<file path="config.mk">
export PLATFORM = sky130hd
export DESIGN_NAME = onchip_memory_stream_writer_flat
export DESIGN_NICKNAME = d
export VERILOG_FILES = /design/src/rtl/onchip_memory_stream_writer_pkg.sv /design/src/rtl/onchip_memory_stream_writer_if.sv /design/src/rtl/onchip_memory_stream_writer_wrap_addr_counter.sv /design/src/rtl/onchip_memory_stream_writer.sv /design/src/flat_wrapper.sv
export SDC_FILE = /design/constraint.sdc
export NUM_CORES = 1
export LEC_CHECK = 0
export CORE_ASPECT_RATIO = 2
export CORE_MARGIN = 1
export CORE_UTILIZATION = 40
export CTS_BUF_LIST = sky130_fd_sc_hd__clkbuf_2
export DETAILED_ROUTE_END_ITERATION = 10
export PLACE_DENSITY_LB_ADDON = 0.12
export SYNTH_ARGS = -nofsm -noshare
export SYNTH_HDL_FRONTEND = slang
export SYNTH_SLANG_ARGS = --single-unit
</file>
<file path="constraint.sdc">
create_clock -name clk -period 4.7 [get_ports clk]
set_input_delay 1.41 -clock clk [delete_from_list [all_inputs] [get_ports clk]]
set_output_delay 1.41 -clock clk [all_outputs]
set_load 0.02 [all_outputs]
</file>
<file path="src/rtl/onchip_memory_stream_writer_pkg.sv">
// Shared constants, state encoding and parameter check for the on-chip memory stream writer.
// Every other file of the writer imports this package.
package onchip_memory_stream_writer_pkg;

  localparam int DEF_ADDR_W = 12;
  localparam int DEF_DATA_W = 32;
  localparam int DEF_DEPTH  = 3200;
  localparam int DEF_CNT_W  = 13;
  localparam int BE_W       = 4;

  typedef enum logic [1:0] {
    ST_IDLE  = 2'd0,
    ST_RUN   = 2'd1,
    ST_FLUSH = 2'd2,
    ST_DONE  = 2'd3
  } state_e;

  // A transfer may not start past the end of memory or be longer than the whole memory.
  function automatic logic params_valid(input int base, input int len, input int depth);
    return (base < depth) && (len <= depth);
  endfunction

endpackage

</file>
<file path="src/rtl/onchip_memory_stream_writer_if.sv">
// Control/status, sink stream and memory s2 write-port signals of the stream writer.
// The writer uses the slave modport; software, the stream source and the memory see the master side.
interface onchip_memory_stream_writer_if
  import onchip_memory_stream_writer_pkg::*;
#(
  parameter int ADDR_W = DEF_ADDR_W,
  parameter int DATA_W = DEF_DATA_W,
  parameter int CNT_W  = DEF_CNT_W
);

  logic              start;
  logic              abort;
  logic [ADDR_W-1:0] base_addr;
  logic [CNT_W-1:0]  length;

  logic [DATA_W-1:0] snk_data;
  logic              snk_valid;
  logic              snk_ready;

  logic [ADDR_W-1:0] mem_address;
  logic [BE_W-1:0]   mem_byteenable;
  logic              mem_chipselect;
  logic              mem_write;
  logic [DATA_W-1:0] mem_writedata;
  logic              mem_clken;

  logic              busy;
  logic              done;
  logic              error;
  logic [CNT_W-1:0]  words_written;

  modport slave (
    input  start, abort, base_addr, length, snk_data, snk_valid,
    output snk_ready, mem_address, mem_byteenable, mem_chipselect, mem_write,
           mem_writedata, mem_clken, busy, done, error, words_written
  );

  modport master (
    output start, abort, base_addr, length, snk_data, snk_valid,
    input  snk_ready, mem_address, mem_byteenable, mem_chipselect, mem_write,
           mem_writedata, mem_clken, busy, done, error, words_written
  );

endinterface

</file>
<file path="src/rtl/onchip_memory_stream_writer_wrap_addr_counter.sv">
// Loadable word pointer that steps by one and wraps from DEPTH-1 back to 0.
// Load takes priority over increment.
module wrap_addr_counter
  import onchip_memory_stream_writer_pkg::*;
#(
  parameter int ADDR_W = DEF_ADDR_W,
  parameter int DEPTH  = DEF_DEPTH
) (
  input  logic              clk,
  input  logic              reset,
  input  logic              load_i,
  input  logic [ADDR_W-1:0] load_val_i,
  input  logic              inc_i,
  output logic [ADDR_W-1:0] ptr_o
);

  logic [ADDR_W-1:0] ptr_q, ptr_d;

  always_comb begin
    ptr_d = ptr_q;
    if (load_i) begin
      ptr_d = load_val_i;
    end else if (inc_i) begin
      if (ptr_q == ADDR_W'(DEPTH - 1)) begin
        ptr_d = '0;
      end else begin
        ptr_d = ptr_q + 1'b1;
      end
    end
  end

  always_ff @(posedge clk or posedge reset) begin
    if (reset) begin
      ptr_q <= '0;
    end else begin
      ptr_q <= ptr_d;
    end
  end

  assign ptr_o = ptr_q;

endmodule

</file>
<file path="src/rtl/onchip_memory_stream_writer.sv">
// Avalon-MM write master filling the on-chip RAM s2 port from a valid/ready stream.
// Each accepted beat becomes one zero-wait-state write on the following cycle.
//
// state | meaning
// IDLE  | waiting for start; parameters checked when start arrives
// RUN   | accepting beats, each one registered as next cycle's write
// FLUSH | final beat's write is on the bus
// DONE  | one-cycle completion pulse, then back to IDLE
module onchip_memory_stream_writer
  import onchip_memory_stream_writer_pkg::*;
#(
  parameter int ADDR_W = DEF_ADDR_W,
  parameter int DEPTH  = DEF_DEPTH,
  parameter int DATA_W = DEF_DATA_W,
  parameter int CNT_W  = DEF_CNT_W
) (
  input logic                          clk,
  input logic                          reset,
  onchip_memory_stream_writer_if.slave bus
);

  state_e            state_q, state_d;
  logic [CNT_W-1:0]  remaining_q, remaining_d;
  logic [CNT_W-1:0]  words_q, words_d;
  logic              error_q, error_d;
  logic              busy_q, busy_d;
  logic              done_q, done_d;
  logic              wr_q, wr_d;
  logic [ADDR_W-1:0] addr_q, addr_d;
  logic [DATA_W-1:0] wdata_q, wdata_d;

  logic [ADDR_W-1:0] ptr;
  logic              ptr_load;
  logic              ptr_inc;
  logic              params_ok;
  logic              snk_ready;
  logic              accept;

  assign params_ok = params_valid(int'(bus.base_addr), int'(bus.length), DEPTH);
  assign snk_ready = (state_q == ST_RUN) && !bus.abort;
  assign accept    = bus.snk_valid && snk_ready;

  wrap_addr_counter #(
    .ADDR_W (ADDR_W),
    .DEPTH  (DEPTH)
  ) u_ptr (
    .clk        (clk),
    .reset      (reset),
    .load_i     (ptr_load),
    .load_val_i (bus.base_addr),
    .inc_i      (ptr_inc),
    .ptr_o      (ptr)
  );

  always_comb begin
    state_d     = state_q;
    remaining_d = remaining_q;
    words_d     = words_q;
    error_d     = error_q;
    wr_d        = 1'b0;
    addr_d      = addr_q;
    wdata_d     = wdata_q;
    ptr_load    = 1'b0;
    ptr_inc     = 1'b0;

    case (state_q)
      ST_IDLE: begin
        // abort has no meaning in IDLE, so a simultaneous start always wins
        if (bus.start) begin
          words_d = '0;
          if (params_ok) begin
            error_d     = 1'b0;
            ptr_load    = 1'b1;
            remaining_d = bus.length;
            state_d     = (bus.length == '0) ? ST_DONE : ST_RUN;
          end else begin
            error_d = 1'b1;
            state_d = ST_DONE;
          end
        end
      end

      ST_RUN: begin
        if (bus.abort) begin
          state_d = ST_IDLE;
        end else if (accept) begin
          wr_d        = 1'b1;
          addr_d      = ptr;
          wdata_d     = bus.snk_data;
          ptr_inc     = 1'b1;
          words_d     = words_q + 1'b1;
          remaining_d = remaining_q - 1'b1;
          if (remaining_q == CNT_W'(1)) begin
            state_d = ST_FLUSH;
          end
        end
      end

      ST_FLUSH: state_d = ST_DONE;
      ST_DONE:  state_d = ST_IDLE;
      default:  state_d = ST_IDLE;
    endcase
  end

  assign busy_d = (state_d == ST_RUN) || (state_d == ST_FLUSH);
  assign done_d = (state_d == ST_DONE);

  always_ff @(posedge clk or posedge reset) begin
    if (reset) begin
      state_q     <= ST_IDLE;
      remaining_q <= '0;
      words_q     <= '0;
      error_q     <= 1'b0;
      busy_q      <= 1'b0;
      done_q      <= 1'b0;
      wr_q        <= 1'b0;
      addr_q      <= '0;
      wdata_q     <= '0;
    end else begin
      state_q     <= state_d;
      remaining_q <= remaining_d;
      words_q     <= words_d;
      error_q     <= error_d;
      busy_q      <= busy_d;
      done_q      <= done_d;
      wr_q        <= wr_d;
      addr_q      <= addr_d;
      wdata_q     <= wdata_d;
    end
  end

  assign bus.snk_ready      = snk_ready;
  assign bus.mem_address    = addr_q;
  assign bus.mem_byteenable = {BE_W{1'b1}};
  assign bus.mem_chipselect = wr_q;
  assign bus.mem_write      = wr_q;
  assign bus.mem_writedata  = wdata_q;
  assign bus.mem_clken      = 1'b1;
  assign bus.busy           = busy_q;
  assign bus.done           = done_q;
  assign bus.error          = error_q;
  assign bus.words_written  = words_q;

endmodule

</file>
<file path="src/flat_wrapper.sv">
// flat-port wrapper written by rule: the top's interface ports become plain ports
module onchip_memory_stream_writer_flat import onchip_memory_stream_writer_pkg::*;
#(
  parameter int ADDR_W = DEF_ADDR_W,
  parameter int DEPTH  = DEF_DEPTH,
  parameter int DATA_W = DEF_DATA_W,
  parameter int CNT_W  = DEF_CNT_W
)
  (clk, reset, bus_start, bus_abort, bus_base_addr, bus_length, bus_snk_data, bus_snk_valid, bus_snk_ready, bus_mem_address, bus_mem_byteenable, bus_mem_chipselect, bus_mem_write, bus_mem_writedata, bus_mem_clken, bus_busy, bus_done, bus_error, bus_words_written);
  onchip_memory_stream_writer_if #(.ADDR_W(ADDR_W), .DATA_W(DATA_W), .CNT_W(CNT_W)) bus_i ();
  input logic clk;
  input logic reset;
  input wire logic [$bits(bus_i.start)-1:0] bus_start;
  input wire logic [$bits(bus_i.abort)-1:0] bus_abort;
  input wire logic [$bits(bus_i.base_addr)-1:0] bus_base_addr;
  input wire logic [$bits(bus_i.length)-1:0] bus_length;
  input wire logic [$bits(bus_i.snk_data)-1:0] bus_snk_data;
  input wire logic [$bits(bus_i.snk_valid)-1:0] bus_snk_valid;
  output wire logic [$bits(bus_i.snk_ready)-1:0] bus_snk_ready;
  output wire logic [$bits(bus_i.mem_address)-1:0] bus_mem_address;
  output wire logic [$bits(bus_i.mem_byteenable)-1:0] bus_mem_byteenable;
  output wire logic [$bits(bus_i.mem_chipselect)-1:0] bus_mem_chipselect;
  output wire logic [$bits(bus_i.mem_write)-1:0] bus_mem_write;
  output wire logic [$bits(bus_i.mem_writedata)-1:0] bus_mem_writedata;
  output wire logic [$bits(bus_i.mem_clken)-1:0] bus_mem_clken;
  output wire logic [$bits(bus_i.busy)-1:0] bus_busy;
  output wire logic [$bits(bus_i.done)-1:0] bus_done;
  output wire logic [$bits(bus_i.error)-1:0] bus_error;
  output wire logic [$bits(bus_i.words_written)-1:0] bus_words_written;
  assign bus_i.start = bus_start;
  assign bus_i.abort = bus_abort;
  assign bus_i.base_addr = bus_base_addr;
  assign bus_i.length = bus_length;
  assign bus_i.snk_data = bus_snk_data;
  assign bus_i.snk_valid = bus_snk_valid;
  assign bus_snk_ready = bus_i.snk_ready;
  assign bus_mem_address = bus_i.mem_address;
  assign bus_mem_byteenable = bus_i.mem_byteenable;
  assign bus_mem_chipselect = bus_i.mem_chipselect;
  assign bus_mem_write = bus_i.mem_write;
  assign bus_mem_writedata = bus_i.mem_writedata;
  assign bus_mem_clken = bus_i.mem_clken;
  assign bus_busy = bus_i.busy;
  assign bus_done = bus_i.done;
  assign bus_error = bus_i.error;
  assign bus_words_written = bus_i.words_written;
  onchip_memory_stream_writer #(.ADDR_W(ADDR_W), .DEPTH(DEPTH), .DATA_W(DATA_W), .CNT_W(CNT_W)) u_core (.clk(clk), .reset(reset), .bus(bus_i));
endmodule
</file>
==> impl_metrics.toml <==
[power_and_ir_drop]
pwr-share-clk_pct = 11.3
p_sw_w = 0.00135
pwr-share-seq_pct = 41.9
p_per_area_mw_per_mm2 = 549
leakagePower_nw = 2.52
intPower_w = 0.00178
p_comb_share_pct = 46.7
ir_drop_mv = 0.275
sw_frac_of_total_pct = 43.1

[synthesis]
synth_cell_types = 59
synth_most_common_cell = "nand2_1"
avgSynthCellArea_sq_um = 8.82
synth_top_area_share_pct = 51.6
ys.flop_type = "dfrtp_1"
synthCells = 484
synth_edf_count = 0
synth_commonest_cells = "nand2_1 (150), dfrtp_1 (88), nor2_1 (33), o21ai_0 (29), a21oi_1 (19)"
synth_top_cell_by_area = "dfrtp_1"
synth_seq_area_share_pct = 51.6
synth_seq_cells = 88
synthesis.area_sq_mm = 0.00427
synthArstFlopShare_pct = 100
yosys-top-cells-area = "dfrtp_1 (52%), nand2_1 (13%), o21ai_0 (3.4%)"
yosys_warnings = 0

[clock_tree]
cts.repair.resized = 0
clk-insertion-delay-late_ps = 560
clockBufferDepth = 2
cts-buffers-inserted = 9
cts_hold_buf = 0
clkTransAtPathRegs_ps = 220
clockRootBuffer = "clkbuf_2"
cts_setup_buffers = 0
htree_num_levels = 3
cts_tree = "built"
cts_sinks = 88

[critical_path]
critPathKind = "primary input to primary output"
required_ps = 3290
crit_chain = "clkdlybuf4s50_1, nor2_1, clkdlybuf4s50_1"
end_kind = "primary output"
crit_path_max_fanout = 3
cp-start-kind = "primary input"
path_common_cell = "clkdlybuf4s50_1"
slowest_stage = "clkdlybuf4s50_1"
slowest_delay_ps = 600
cp.arrival_ps = 2570

[die]
placeableCoreArea_sq_mm = 0.0104
fp.dieW_um = 75.0
io_pins = 130
rows = 53
start_util_pct = 41.0
die_height_um = 148
dieArea_sq_mm = 0.0111

[placed_design]
place.port_buffers = 124
dp.cells = 724
post-dp-hpwl_um = 7930
gp_congestion = 0.867

[timing]
fin_setup_tns_ps = 0
layout_min_cycle_time_ps = 3980
maxSlewViolCount = 0
worst_pin_slew_ps = 767
max_freq_mhz = 251
rsz0062_at_grt = "no"
hold_violations = 0
finalClockSkew_ps = 35.6
relSlewSlack_pct = 48.9
hold_slack_ps = 505
setup_viol = 0
finalCritPeriodShare_pct = 84.6

[global_routing]
grt.overflow.total = 0
grt_max_degree = 58
grtUsageTotal_pct = 20.6
grt_pass1_vias = 3636
antenna_found_initial = 1
grt_pass1_wl_um = 17500

[finish]
n_fill_cell = 996
drive_above_1_share_pct = 5.80
nets = 665
syn_to_final_growth_pct = 33.5
finalNonFillerCells = 741

[worst_hold_path]
min_path_type = "flip-flop to flip-flop"

[detailed_routing]
wire_per_inst_um = 14.8
drc = 0
dr_total_vias = 3842
ant_nets = 0
routed_wirelength_um = 11000
routed_via_density = 5.18
dr.pass1.iters = 6
drtIter0Drc = 177

[flow_run]
max-cap-violations = 0

[outcome]
status = "completed"
==> registers in the layout, indices dropped and copies added, names as in the netlist <==
| name | cells |
|---|---|
| u_core.bus.mem_writedata | 32 |
| u_core.bus.words_written | 13 |
| u_core.remaining_q | 13 |
| u_core.bus.mem_address | 12 |
| u_core.u_ptr.ptr_o | 12 |
| u_core.state_q | 2 |
| u_core.bus.busy | 1 |
| u_core.bus.done | 1 |
| u_core.bus.error | 1 |
| u_core.bus.mem_chipselect | 1 |
==> metrics by stage <==
stage | utilization [%] | area (sq um) | setup WS, ps | total power [W]
floorplan | - | 4280 | 1010 | 0.00216
global placement | 53.7 | 5600 | 722 | 0.00276
detailed placement | 53.7 | 5600 | 723 | 0.00280
CTS | 54.7 | 5690 | 718 | 0.00316
global route | 54.7 | 5700 | 645 | 0.00336
finish | 54.7 | 5700 | 724 | 0.00313
==> metal layers <==
layer	track usage, %	wire length (um)
met3	3.93	577
met5	0	0
met2	35.8	5950
met1	23.8	4180
met4	8.96	269
==> path summary, 6_finish.rpt <==
check,cells past startpoint,startpoint,end,slack [ps]
worst max register to register,7,u_core.state_q[1],u_core.u_ptr.ptr_o[4],2030
max in group asynchronous,3,reset,u_core.bus.mem_address[5],2730
worst min-delay path,2,u_core.bus.mem_writedata[9],u_core.bus.mem_writedata[9],510
worst max-delay path,3,bus_abort,bus_snk_ready,720
min in group asynchronous,2,reset,u_core.bus.mem_writedata[25],1230
worst min register to register,2,u_core.bus.mem_writedata[9],u_core.bus.mem_writedata[9],510
==> logic make-up (layout without fill, tap and decap cells) <==
group	count (synthesis)	in the layout	share of synthesized area [%]
buffers and inverters	45	160	4.95
other	1	6	0.0879
xor gates and xnor gates	8	8	1.64
adders and majority gates	5	5	1.47
AOI/OAI and AO/OA	92	92	13.4
DFF	88	88	51.6
and+or+nand+nor	245	245	26.9
==> critical path: cells and delay by family <==
family	cells	cell delay (ps)
buf+inv	2	1040
simple gates	1	110
==> final cells by class <==
| class | count | area (sq um) | area share, % |
|---|---|---|---|
| diodes | 1 | 2.50 | 0.0439 |
| clock buffers | 9 | 45.0 | 0.791 |
| clock inverters | 7 | 53.8 | 0.944 |
| inverters | 14 | 53.8 | 0.944 |
| multi-input cells | 355 | 1870 | 32.8 |
| flip-flops and latches | 88 | 2200 | 38.7 |
| well taps | 137 | 171 | 3.01 |
| repair buffers | 130 | 1300 | 22.8 |
==> power groups by stage <==
stage	sequential [W]	combinational [W]	clock, W
after floorplan	0.00150	0.000657	0
after global placement	0.00132	0.00144	0
after detailed placement	0.00133	0.00147	0
after CTS	0.00131	0.00148	0.000369
after global routing	0.00135	0.00161	0.000398
final	0.00131	0.00146	0.000354
==> layout by cell type, fill, tap and decap left out, types with 3 or more instances in the layout <==
cell type        count
a211oi_1             5
a21oi_1             19
a22oi_1              4
a31oi_1              5
buf_4                5
clkbuf_2             9
clkdlybuf4s50_1    124
clkinvlp_4           4
conb_1               5
dfrtp_1             88
ha_1                 5
inv_1               12
nand2_1            150
nand3_1              7
nand4_1              6
nor2_1              33
nor3_1               7
nor4_1              11
nor4b_1              4
o211ai_1             5
o21ai_0             29
o21ai_1              4
o22ai_1              3
or2_2                3
or3_1                4
xnor2_1              3
xor2_1               5
Power figures use the tool's default switching activity.
